--- src/rtl/insn_pkg.sv ---
// Shared instruction-format definitions: opcodes, request kinds, field positions and
// loader/decode FSM state encoding.
package insn_pkg;

  localparam logic [4:0] OP_ALU  = 5'b00000;
  localparam logic [4:0] OP_ADDI = 5'b00101;
  localparam logic [4:0] OP_SW   = 5'b00111;
  localparam logic [4:0] OP_LW   = 5'b01000;

  typedef enum logic [1:0] {
    KIND_ALU  = 2'd0,
    KIND_ADDI = 2'd1,
    KIND_SW   = 2'd2,
    KIND_LW   = 2'd3
  } kind_e;

  // Low bit of each field inside the 32-bit word.
  localparam int unsigned OP_LSB    = 27;
  localparam int unsigned RD_LSB    = 22;
  localparam int unsigned RS_LSB    = 17;
  localparam int unsigned RT_LSB    = 12;
  localparam int unsigned SHAMT_LSB = 7;
  localparam int unsigned ALUOP_LSB = 2;
  localparam int unsigned FIELD_W   = 5;
  localparam int unsigned IMM_W     = 17;

  typedef enum logic [1:0] {
    ST_IDLE = 2'd0,
    ST_LOAD = 2'd1,
    ST_DONE = 2'd2
  } state_e;

  function automatic logic [4:0] kind_opcode(kind_e k);
    logic [4:0] op;
    op = OP_ALU;
    case (k)
      KIND_ALU:  op = OP_ALU;
      KIND_ADDI: op = OP_ADDI;
      KIND_SW:   op = OP_SW;
      KIND_LW:   op = OP_LW;
      default:   op = OP_ALU;
    endcase
    return op;
  endfunction

endpackage

--- src/rtl/insn_encode_loader_if.sv ---
// Request handshake and imem write port of the instruction loader.
// The loader sits on the slave side; the program source / imem on the master side.
interface insn_encode_loader_if #(
  parameter int unsigned ADDR_W = 12
);
  logic              req_valid;
  logic              req_ready;
  logic [1:0]        req_kind;
  logic [4:0]        req_rd;
  logic [4:0]        req_rs;
  logic [4:0]        req_rt;
  logic [4:0]        req_shamt;
  logic [4:0]        req_aluop;
  logic [16:0]       req_imm;
  logic              imem_wren;
  logic [ADDR_W-1:0] imem_addr;
  logic [31:0]       imem_wdata;

  modport slave (
    input  req_valid, req_kind, req_rd, req_rs, req_rt, req_shamt, req_aluop, req_imm,
    output req_ready, imem_wren, imem_addr, imem_wdata
  );

  modport master (
    output req_valid, req_kind, req_rd, req_rs, req_rt, req_shamt, req_aluop, req_imm,
    input  req_ready, imem_wren, imem_addr, imem_wdata
  );
endinterface

--- src/rtl/insn_word_pack.sv ---
// Combinational packer: request kind plus fields -> 32-bit instruction word
// (R-type for ALU, I-type for ADDI/SW/LW).
module insn_word_pack
  import insn_pkg::*;
(
  input  logic [1:0]  kind_i,
  input  logic [4:0]  rd_i,
  input  logic [4:0]  rs_i,
  input  logic [4:0]  rt_i,
  input  logic [4:0]  shamt_i,
  input  logic [4:0]  aluop_i,
  input  logic [16:0] imm_i,
  output logic [31:0] word_o
);

  kind_e kind;
  assign kind = kind_e'(kind_i);

  always_comb begin
    word_o = '0;
    word_o[OP_LSB +: FIELD_W] = kind_opcode(kind);
    word_o[RD_LSB +: FIELD_W] = rd_i;
    word_o[RS_LSB +: FIELD_W] = rs_i;
    if (kind == KIND_ALU) begin
      word_o[RT_LSB    +: FIELD_W] = rt_i;
      word_o[SHAMT_LSB +: FIELD_W] = shamt_i;
      word_o[ALUOP_LSB +: FIELD_W] = aluop_i;
    end else begin
      word_o[0 +: IMM_W] = imm_i;
    end
  end

endmodule

--- src/rtl/insn_encode_loader.sv ---
// Instruction loader: packs field requests into words and writes them sequentially into imem.
// Define INSN_ENC_CHECKSUM_EN to add an XOR checksum output over all words written in a session.
module insn_encode_loader
  import insn_pkg::*;
#(
  parameter int unsigned ADDR_W = 12
) (
  input  logic              clock,
  input  logic              reset_n,
  input  logic              start,
  input  logic [ADDR_W-1:0] start_addr,
  input  logic              finish,
  insn_encode_loader_if.slave bus,
  output logic [ADDR_W:0]   word_count,
  output logic              busy,
  output logic              done,
  output logic              full
`ifdef INSN_ENC_CHECKSUM_EN
  ,
  output logic [31:0]       checksum
`endif
);

  state_e            state_q, state_d;
  logic [ADDR_W-1:0] wptr_q, wptr_d;
  logic              wren_q, wren_d;
  logic [ADDR_W-1:0] addr_q, addr_d;
  logic [31:0]       wdata_q, wdata_d;
  logic [ADDR_W:0]   cnt_q, cnt_d;
  logic              full_q, full_d;
  logic              ready;
  logic              accept;
  logic [31:0]       word;
`ifdef INSN_ENC_CHECKSUM_EN
  logic [31:0]       csum_q, csum_d;
`endif

  insn_word_pack u_pack (
    .kind_i  (bus.req_kind),
    .rd_i    (bus.req_rd),
    .rs_i    (bus.req_rs),
    .rt_i    (bus.req_rt),
    .shamt_i (bus.req_shamt),
    .aluop_i (bus.req_aluop),
    .imm_i   (bus.req_imm),
    .word_o  (word)
  );

  // full_q doubles as the last-address-accepted flag; it is only cleared by a new start.
  assign ready  = (state_q == ST_LOAD) && !full_q;
  assign accept = bus.req_valid && ready;

  always_ff @(posedge clock or negedge reset_n) begin
    if (!reset_n) begin
      state_q <= ST_IDLE;
      wptr_q  <= '0;
      wren_q  <= 1'b0;
      addr_q  <= '0;
      wdata_q <= '0;
      cnt_q   <= '0;
      full_q  <= 1'b0;
`ifdef INSN_ENC_CHECKSUM_EN
      csum_q  <= '0;
`endif
    end else begin
      state_q <= state_d;
      wptr_q  <= wptr_d;
      wren_q  <= wren_d;
      addr_q  <= addr_d;
      wdata_q <= wdata_d;
      cnt_q   <= cnt_d;
      full_q  <= full_d;
`ifdef INSN_ENC_CHECKSUM_EN
      csum_q  <= csum_d;
`endif
    end
  end

  always_comb begin
    state_d = state_q;
    wptr_d  = wptr_q;
    wren_d  = 1'b0;
    addr_d  = addr_q;
    wdata_d = wdata_q;
    cnt_d   = cnt_q;
    full_d  = full_q;
`ifdef INSN_ENC_CHECKSUM_EN
    csum_d  = csum_q;
`endif
    case (state_q)
      ST_IDLE, ST_DONE: begin
        if (start) begin
          state_d = ST_LOAD;
          wptr_d  = start_addr;
          cnt_d   = '0;
          full_d  = 1'b0;
`ifdef INSN_ENC_CHECKSUM_EN
          csum_d  = '0;
`endif
        end
      end
      ST_LOAD: begin
        if (accept) begin
          wren_d  = 1'b1;
          addr_d  = wptr_q;
          wdata_d = word;
          cnt_d   = cnt_q + (ADDR_W+1)'(1);
`ifdef INSN_ENC_CHECKSUM_EN
          csum_d  = csum_q ^ word;
`endif
          // The top address closes the session instead of wrapping the pointer.
          if (wptr_q == '1) begin
            full_d  = 1'b1;
            state_d = ST_DONE;
          end else begin
            wptr_d = wptr_q + ADDR_W'(1);
          end
        end
        if (finish) state_d = ST_DONE;
      end
      default: state_d = ST_IDLE;
    endcase
  end

  assign bus.req_ready  = ready;
  assign bus.imem_wren  = wren_q;
  assign bus.imem_addr  = addr_q;
  assign bus.imem_wdata = wdata_q;
  assign word_count     = cnt_q;
  assign busy           = (state_q == ST_LOAD);
  assign done           = (state_q == ST_DONE);
  assign full           = full_q;
`ifdef INSN_ENC_CHECKSUM_EN
  assign checksum       = csum_q;
`endif

endmodule
--- src/flat_wrapper.sv ---
// flat-port wrapper written by rule: the top's interface ports become plain ports
module insn_encode_loader_flat import insn_pkg::*;
#(
  parameter int unsigned ADDR_W = 12
)
  (clock, reset_n, start, start_addr, finish, word_count, busy, done, full, bus_req_valid, bus_req_kind, bus_req_rd, bus_req_rs, bus_req_rt, bus_req_shamt, bus_req_aluop, bus_req_imm, bus_req_ready, bus_imem_wren, bus_imem_addr, bus_imem_wdata);
  insn_encode_loader_if #(.ADDR_W(ADDR_W)) bus_i ();
  input  logic clock;
  input  logic reset_n;
  input  logic start;
  input  logic [ADDR_W-1:0] start_addr;
  input  logic finish;
  output logic [ADDR_W:0] word_count;
  output logic busy;
  output logic done;
  output logic full;
  input wire logic [$bits(bus_i.req_valid)-1:0] bus_req_valid;
  input wire logic [$bits(bus_i.req_kind)-1:0] bus_req_kind;
  input wire logic [$bits(bus_i.req_rd)-1:0] bus_req_rd;
  input wire logic [$bits(bus_i.req_rs)-1:0] bus_req_rs;
  input wire logic [$bits(bus_i.req_rt)-1:0] bus_req_rt;
  input wire logic [$bits(bus_i.req_shamt)-1:0] bus_req_shamt;
  input wire logic [$bits(bus_i.req_aluop)-1:0] bus_req_aluop;
  input wire logic [$bits(bus_i.req_imm)-1:0] bus_req_imm;
  output wire logic [$bits(bus_i.req_ready)-1:0] bus_req_ready;
  output wire logic [$bits(bus_i.imem_wren)-1:0] bus_imem_wren;
  output wire logic [$bits(bus_i.imem_addr)-1:0] bus_imem_addr;
  output wire logic [$bits(bus_i.imem_wdata)-1:0] bus_imem_wdata;
  assign bus_i.req_valid = bus_req_valid;
  assign bus_i.req_kind = bus_req_kind;
  assign bus_i.req_rd = bus_req_rd;
  assign bus_i.req_rs = bus_req_rs;
  assign bus_i.req_rt = bus_req_rt;
  assign bus_i.req_shamt = bus_req_shamt;
  assign bus_i.req_aluop = bus_req_aluop;
  assign bus_i.req_imm = bus_req_imm;
  assign bus_req_ready = bus_i.req_ready;
  assign bus_imem_wren = bus_i.imem_wren;
  assign bus_imem_addr = bus_i.imem_addr;
  assign bus_imem_wdata = bus_i.imem_wdata;
  insn_encode_loader #(.ADDR_W(ADDR_W)) u_core (.clock(clock), .reset_n(reset_n), .start(start), .start_addr(start_addr), .finish(finish), .bus(bus_i), .word_count(word_count), .busy(busy), .done(done), .full(full));
endmodule
--- config.mk ---
export PLATFORM = sky130hd
export DESIGN_NAME = insn_encode_loader_flat
export DESIGN_NICKNAME = d
export VERILOG_FILES = /design/src/rtl/insn_pkg.sv /design/src/rtl/insn_encode_loader_if.sv /design/src/rtl/insn_word_pack.sv /design/src/rtl/insn_encode_loader.sv /design/src/flat_wrapper.sv
export SDC_FILE = /design/constraint.sdc
export NUM_CORES = 1
export LEC_CHECK = 0
export BUFFER_PORTS_ARGS = -buffer_cell sky130_fd_sc_hd__clkbuf_2
export CORE_MARGIN = 5
export CORE_UTILIZATION = 23
export DETAILED_ROUTE_END_ITERATION = 10
export GPL_TIMING_DRIVEN = 0
export SLEW_MARGIN = 20
export SYNTH_ARGS = -nofsm -noshare
export SYNTH_HDL_FRONTEND = slang
export SYNTH_SLANG_ARGS = --single-unit
export TNS_END_PERCENT = 20
--- constraint.sdc ---
create_clock -name clock -period 1.59 [get_ports clock]
set_input_delay 0.0795 -clock clock [delete_from_list [all_inputs] [get_ports clock]]
set_output_delay 0.0795 -clock clock [all_outputs]
set_load 0.02 [all_outputs]
==> flow_results.org, run 1 <==
** Power and ir drop
- Leakage component of the power :: 2.46 nW
- Power density relative to cell area :: 1640 nW/µm²
- IR analysis of the VDD net gives a maximum drop of 0.634 mV.

** Critical path
- Buffers & Inverters on Critical Path :: 2
- Kind of launch point of the worst setup path :: flop
- The worst register-to-register path begins at u_core.state_q[1]$_DFFE_PN0P_.
- Max incr delay on CP :: 410 ps
- Data on the critical path is required at its endpoint by 1780 ps.
- At the worst endpoint, the arrival time is 1810 ps.
- R2R depth :: 8
- The most critical setup path has its startpoint at u_core.state_q[1]$_DFFE_PN0P_.
- Along the worst path, the maximum fanout reaches 8.
- STA classifies the critical path endpoint as a flop.
- Cell family with most CP delay :: simple AND/OR/NAND/NOR gates
- The slowest stage of the critical path is the dfrtp_1 cell.
- The critical path crosses 8 cells after its start point.
- Series of cell instances along the critical path :: nor3b_4 > nand2_4 > inv_4 > buf_8 > o2111a_2 > nand3_2 > xor2_1 > nor2_1
- Type of the worst setup path :: reg -> reg

** Routing
- Ratio of routed vias to standard cells :: 4.45
- Before antenna repair, the detailed router went through 4 iterations.
- Iter 0 DRT Violations :: 156
- The detailed router placed 3093 vias in this run.
- After detailed routing, the number of remaining DRC violations is 0.
- Total Wirelength :: 9820 µm
- Routed len/inst :: 14.1 µm
- The detail route stage leaves a number of antenna-violating nets equal to 0.

** Clocking
- The root buffer cell chosen for the clock tree is clkbuf_16.
- Number of buffers on the longest clock path :: 2
- The H-tree was split into 3 levels.
- TritonCTS built the clock tree.
- Clk_lat worst skew :: 330 ps
- In this run, CTS created clock tree buffers numbering 9.
- Clock-pin slew was measured on the worst setup and hold paths at 50 ps.
- For this design, the sink count on the clock tree is 71.

** Finish
- Cells with a size suffix above 1 make up 38.3% of the layout.
- Post-route core utilization :: 34.9%
- Area growth from synthesis to final layout :: 48.6%
- Filler Cells Inserted :: 1442
- The repair_antennas step left the layout with diodes totalling 0.
- Nets :: 579

** Yosys
- Post-synthesis sequential area ratio :: 54.2%
- Syn_area_per_cell :: 9.41 µm²
- Area leader, netlist :: dfrtp_1
- Area contributors post-synth :: dfrtp_1, nand2_1, mux2i_1
- Warning count from the yosys run :: 0
- Synth Net Count :: 414
- Most instantiated cells after synthesis :: nand2_1, dfrtp_1, nor2_1, a21oi_1, mux2i_1
- Fraction of synthesis flops using an asynchronous set or reset pin :: 100%
- The most used flip-flop cell after synthesis is dfrtp_1.
- Yosys mapped a number of flops with a built-in enable equal to 0.
- By instance count, the leading cell after synthesis is nand2_1.
- After synthesis the cells add up to 3280 µm².
- Synthesis-stage register bit count :: 71
- After synthesis, the netlist uses 42 different library cells.
- Share of the synthesized area in the top cell type :: 54.2%
- Instance count of the mapped netlist :: 348

** GRT
- For this run, the total global-route usage over all layers was measured as 11.9%.
- The first global-routing pass estimated 15700 µm of wire.
- Global-route congestion overflow total :: 0
- Initial antenna violation count :: 0
- Largest net degree at the start of global routing :: 43
- The number of global-route vias before repair was 3078.

** Placed design
- The count of buffers added on input and output ports is 121.
- Routability-driven placement finished with a final weighted congestion of 0.837.
- OpenSTA, run right after detailed placement, puts the worst setup slack at -342 ps.
- The wire-length estimate of the detail-placed layout is 7340 µm.

** Die
- Measured along the x axis, the die boundary spans 129 µm.
- Die Y-Extent :: 129 µm
- The core region is 13900 µm².
- For this design the top-level I/O count stands at 123.
- Site row count :: 43
- The die covers 16700 µm².
- Initial standard-cell utilization of the core :: 23.5%

** STA
- Slew at the pin with the worst max-slew slack :: 607 ps
- The number of max-slew violations in the final report is 0.
- Setup repair after global routing could not meet its margin everywhere.
- Measured against its own limit, the worst slew margin works out to 59.6%.
- Final setup skew :: 3.35 ps
- Hold Fails Final Rpt :: 0
- In the finished design, the share of the clock period the worst path needs comes to 102%.
- Setup slack of the critical path after layout :: -27.0 ps
- Static timing analysis puts the maximum clock frequency at 618 MHz.
- Setup violators final :: 7
- Final critical-path required period :: 1620 ps

** Status
- Result of the run :: finished, violations left
- The final reports fail on negative setup slack.

** Min path
- Worst min-delay path class :: in -> reg
- Hold path startpoint :: bus_req_imm[1]
- Worst Hold Path Cells :: 3

** Run
- The tool flagged a number of max-cap violations equal to 0.
==> repair_timing <==
item	in CTS	in global routing
resized for setup	34	31
pin swaps	8	4
gates cloned	1	0
setup buffers	13	4
setup endpoints to repair	63	70
endpoints found under the hold margin	42	0
hold buffers	14	0
==> flip-flops by register name (all words and copies together), names as in the netlist <==
signal                 count
u_core.word_count         13
u_core.bus.imem_wdata     30
u_core.state_q             2
u_core.full                1
u_core.wptr_q             12
u_core.bus.imem_addr      12
u_core.bus.imem_wren       1
==> kinds of logic after synthesis <==
family / count (synthesis) / share of synthesized area (%)
AOI/OAI and AO/OA: 60 / 11.3
xor gates and xnor gates: 11 / 2.94
adders and majority gates: 5 / 1.91
buffers and inverters: 26 / 3.63
DFF: 71 / 54.2
muxes: 17 / 5.19
other: 1 / 0.114
and+or+nand+nor: 157 / 20.7
==> routing by layer <==
metal / routed length, µm / up-vias / GRT usage (%)
met5: 0 / - / 0
met4: 199 / 0 / 4.57
met3: 681 / 15 / 3.22
met2: 4870 / 94 / 20.0
met1: 4070 / 1493 / 14.5
li1: - / 1491 / -
==> final timing paths <==
path | slack [ps] | endpoint
max | -30 | u_core.word_count[10]$_DFFE_PN0P_
min | 7 | u_core.bus.imem_wdata[1]$_DFFE_PN0P_
max reg2reg | -30 | u_core.word_count[10]$_DFFE_PN0P_
min reg2reg | 470 | u_core.bus.imem_wdata[1]$_DFFE_PN0P_
max in group asynchronous | 750 | u_core.bus.imem_addr[11]$_DFFE_PN0P_
min in group asynchronous | 260 | u_core.bus.imem_addr[0]$_DFFE_PN0P_
==> per-stage QoR <==
stage,hold WS [ps],area (µm²),setup TNS (ps),cells,total power [mW]
final,7.26,4870,-105,695,7.98
after global routing,27.6,4870,-2430,695,8.53
after CTS,0.646,4780,-1510,691,8.01
after detailed placement,82.6,4130,-11100,650,5.78
after global placement,275,4110,-21200,649,5.70
after floorplan,-216,3280,-3090,348,4.67
==> cell type report <==
type	count	area [µm²]	share of cell area (%)
Clock buffer	12	267	5.47
Tap cell	180	225	4.63
Inverter	7	41.3	0.848
Buffer	19	149	3.06
Timing Repair Buffer	154	931	19.1
Multi-Input combinational cell	251	1470	30.2
Sequential cell	71	1780	36.6
Clock inverter	1	5.00	0.103
==> worst register-to-register path, stage by stage (launching register included) <==
cell and delay, ps:
dfrtp_1 410, nor3b_4 260, nand2_4 100, inv_4 80, buf_8 120, o2111a_2 240
nand3_2 80, xor2_1 140, nor2_1 60
==> placed cells by master, fill, tap and decap left out, types with 10 or more instances in the layout <==
master	count
mux2i_1	17
nand3_1	10
o21ai_0	10
dfrtp_1	68
dlygate4sd3_1	14
nor2_1	30
a21oi_1	27
buf_4	19
clkbuf_2	121
nand2_1	89
==> power breakdown <==
part / switching (mW) / total, mW / internal, mW
clock network: 0.711 / 1.87 / 1.15
logic: 1.88 / 3.11 / 1.23
registers: 0.528 / 3.01 / 2.48
Note: power is estimated with default switching activity, not from simulation.
==> run 2: changes to the inputs <==
Settings changed: PLACE_DENSITY_LB_ADDON set to 0.1.
Clock period 1.59 ns to 2 ns, I/O delays scaled along.
==> run 2 against run 1 <==
Compared with the run above:
- the flow now finishes without violations
- flip-flop and latch count unchanged
- fmax decreased by 15%
- critical path type unchanged
- sequential power decreased by 21%
- hold slack improved by 52 ps
- count of clock-buffer cells in the layout increased by 1
- setup slack improved by 120 ps
- largest power group is now registers
- largest cell class unchanged
- clock skew increased by 3.2 ps
==> flow_results.org, run 2 (same netlist as run 1, synthesis figures left out) <==
** Run
- Maximum capacitance violations :: 0

** STA
- Worst hold slack after final layout :: 59.5 ps
- The number of max-slew violations in the final report is 0.
- Static timing analysis puts the maximum clock frequency at 525 MHz.
- Slew at the pin with the worst max-slew slack :: 664 ps
- Dividing the final minimum period by the clock period gives 95.3%.
- Adding up every negative setup slack in the final design gives 0 ps.
- Setup violators final :: 0
- In this run the tightest slew margin relative to its limit is 55.7%.
- RSZ-0062 raised after global routing :: false
- Final critical-path required period :: 1910 ps
- In the post-route analysis, the smallest setup slack over all paths is 94.5 ps.
- Hold Fails Final Rpt :: 0
- Clock skew on the completed layout was measured at 6.58 ps.

** Clocking
- Clock root cell :: clkbuf_16
- Number of buffers on the longest clock path :: 2
- Number of levels the H-tree was split into :: 3
- After clock tree synthesis, the clock-pin slew on the worst setup and hold paths is 50 ps.
- Cts bufs inserted :: 9
- Clock tree from TritonCTS :: yes
- Clk_lat worst skew :: 330 ps
- The tree built by TritonCTS fans out to 71 sinks.

** Placed design
- During placement, the flow inserted port buffers numbering 121.
- Routability-driven placement finished with a final weighted congestion of 0.750.
- After detailed placement, the design holds a cell count of 650.
- OpenSTA, run right after detailed placement, puts the worst setup slack at 3.52 ps.
- Placed inst area :: 4130 µm²
- Placed wire-length estimate after detailed placement :: 7420 µm

** Routing
- DRT antenna net count :: 0
- For this block, the routed nets add up to 9910 µm of wire.
- Ratio of routed vias to standard cells :: 4.35
- Dividing the detail-routed wire length by the instance count gives 14.6 µm.
- Iter 0 DRT Violations :: 238
- Summing over every cut layer, the via total after detailed routing is 2955.
- The first detailed-routing pass took 6 iterations.
- For this run, design rule violations remaining after detail routing come to 0.

** Critical path
- Critical path capture point type :: flop
- Of all nets on the critical path, the largest fanout is 10.
- WP data required :: 2220 ps
- STA puts the critical path data arrival time at 2130 ps.
- Kind of launch point of the worst setup path :: flop
- Type of the worst setup path :: reg -> reg

** Die
- Core region area :: 13900 µm²
- Site row count :: 43
- From left edge to right edge, the die measures 129 µm.
- In this run the count of I/O pins placed on the die edge is 123.
- Area of the die :: 16700 µm²
- Die Y-Extent :: 129 µm
- For this configuration, the core starts out at a cell density of 23.5%.

** Finish
- Cells with a size suffix above 1 make up 31.0% of the layout.
- Most common cell after layout, fill and taps aside :: clkbuf_2
- For this run, the share of the core covered by cells in the final layout is 32.9%.
- The number of antenna diodes in the final layout is 0.
- Max FFs per register :: 30
- Nets :: 563
- Filler Cells Inserted :: 1491
- Area growth from synthesis to final layout :: 40.1%
- Highest-count cells in the layout ignoring fill and taps :: clkbuf_2, nand2_1, dfrtp_1
- Fin cells :: 680
- The finished cells cover 4590 µm².

** GRT
- The number of global-route vias before repair is 3079.
- GRT Total Usage :: 12.2%
- Summed over all layers, the global routing overflow is 0.
- Initial antenna violation count :: 0
- Entering global routing, the biggest net connects 37 pins.
- The first global-routing pass estimated 15900 µm of wire.

** Power and ir drop
- Leakage component of the power :: 2.33 nW
- Final Total Pwr :: 6.06 mW
- Power density relative to cell area :: 1320 nW/µm²
- Maximum resistive drop on vdd :: 0.430 mV

** Min path
- Worst min-delay path class :: in -> reg

** Status
- Result of the run :: finished, final reports clean
-- run 2: cell type report --
class | instances | area, µm² | share of cell area, %
Tap cell | 180 | 225 | 4.91
Sequential cell | 71 | 1780 | 38.7
Clock inverter | 1 | 5.00 | 0.109
Inverter | 7 | 27.5 | 0.600
Clock buffer | 13 | 260 | 5.67
Multi-Input combinational cell | 251 | 1410 | 30.6
Timing Repair Buffer | 138 | 788 | 17.2
Buffer | 19 | 101 | 2.21
-- run 2: power breakdown --
group          switching [mW]  total, mW  internal, mW
Clock                   0.571       1.46         0.891
Combinational            1.43       2.23         0.794
Sequential              0.407       2.37          1.97
-- run 2: critical path, cell delays in order, from the launching register on --
cell and delay, ps:
dfrtp_1 410, ha_1 210, nand2_1 140, or3_4 430, a2bb2oi_4 190, buf_4 210
a22o_1 200
-- run 2: final timing paths --
kind,start,endpoint,slack [ps],depth (start not counted)
worst max register to register,u_core.wptr_q[0]$_DFFE_PN0P_,u_core.wptr_q[8]$_DFFE_PN0P_,90,6
worst min-delay path,bus_req_imm[16],u_core.bus.imem_wdata[16]$_DFFE_PN0P_,60,3
min in group asynchronous,reset_n,u_core.word_count[9]$_DFFE_PN0P_,330,2
worst min register to register,u_core.bus.imem_wdata[1]$_DFFE_PN0P_,u_core.bus.imem_wdata[1]$_DFFE_PN0P_,460,2
max in group asynchronous,reset_n,u_core.bus.imem_wdata[4]$_DFFE_PN0P_,1070,3
worst max-delay path,u_core.wptr_q[0]$_DFFE_PN0P_,u_core.wptr_q[8]$_DFFE_PN0P_,90,6
-- run 2: metal layers --
metal  track usage [%]  share of wire (%)  wire length, µm  vias to the layer above
li1                  -                  -                -                     1472
met5                 0                  0                0                        -
met3              3.87                6.9              684                        8
met1              15.6                 45             4420                     1395
met2              19.7                 47             4680                       80
met4              3.89                1.3              129                        0
-- run 2: timing repair --
| action | 4_1_cts | 5_1_grt |
|---|---|---|
| buffers inserted | 0 | 0 |
| setup endpoints to repair | 2 | 18 |
| hold endpoints to repair | 50 | 0 |
| pin swaps | 0 | 0 |
| resized for setup | 3 | 10 |
| hold buffers | 16 | 0 |
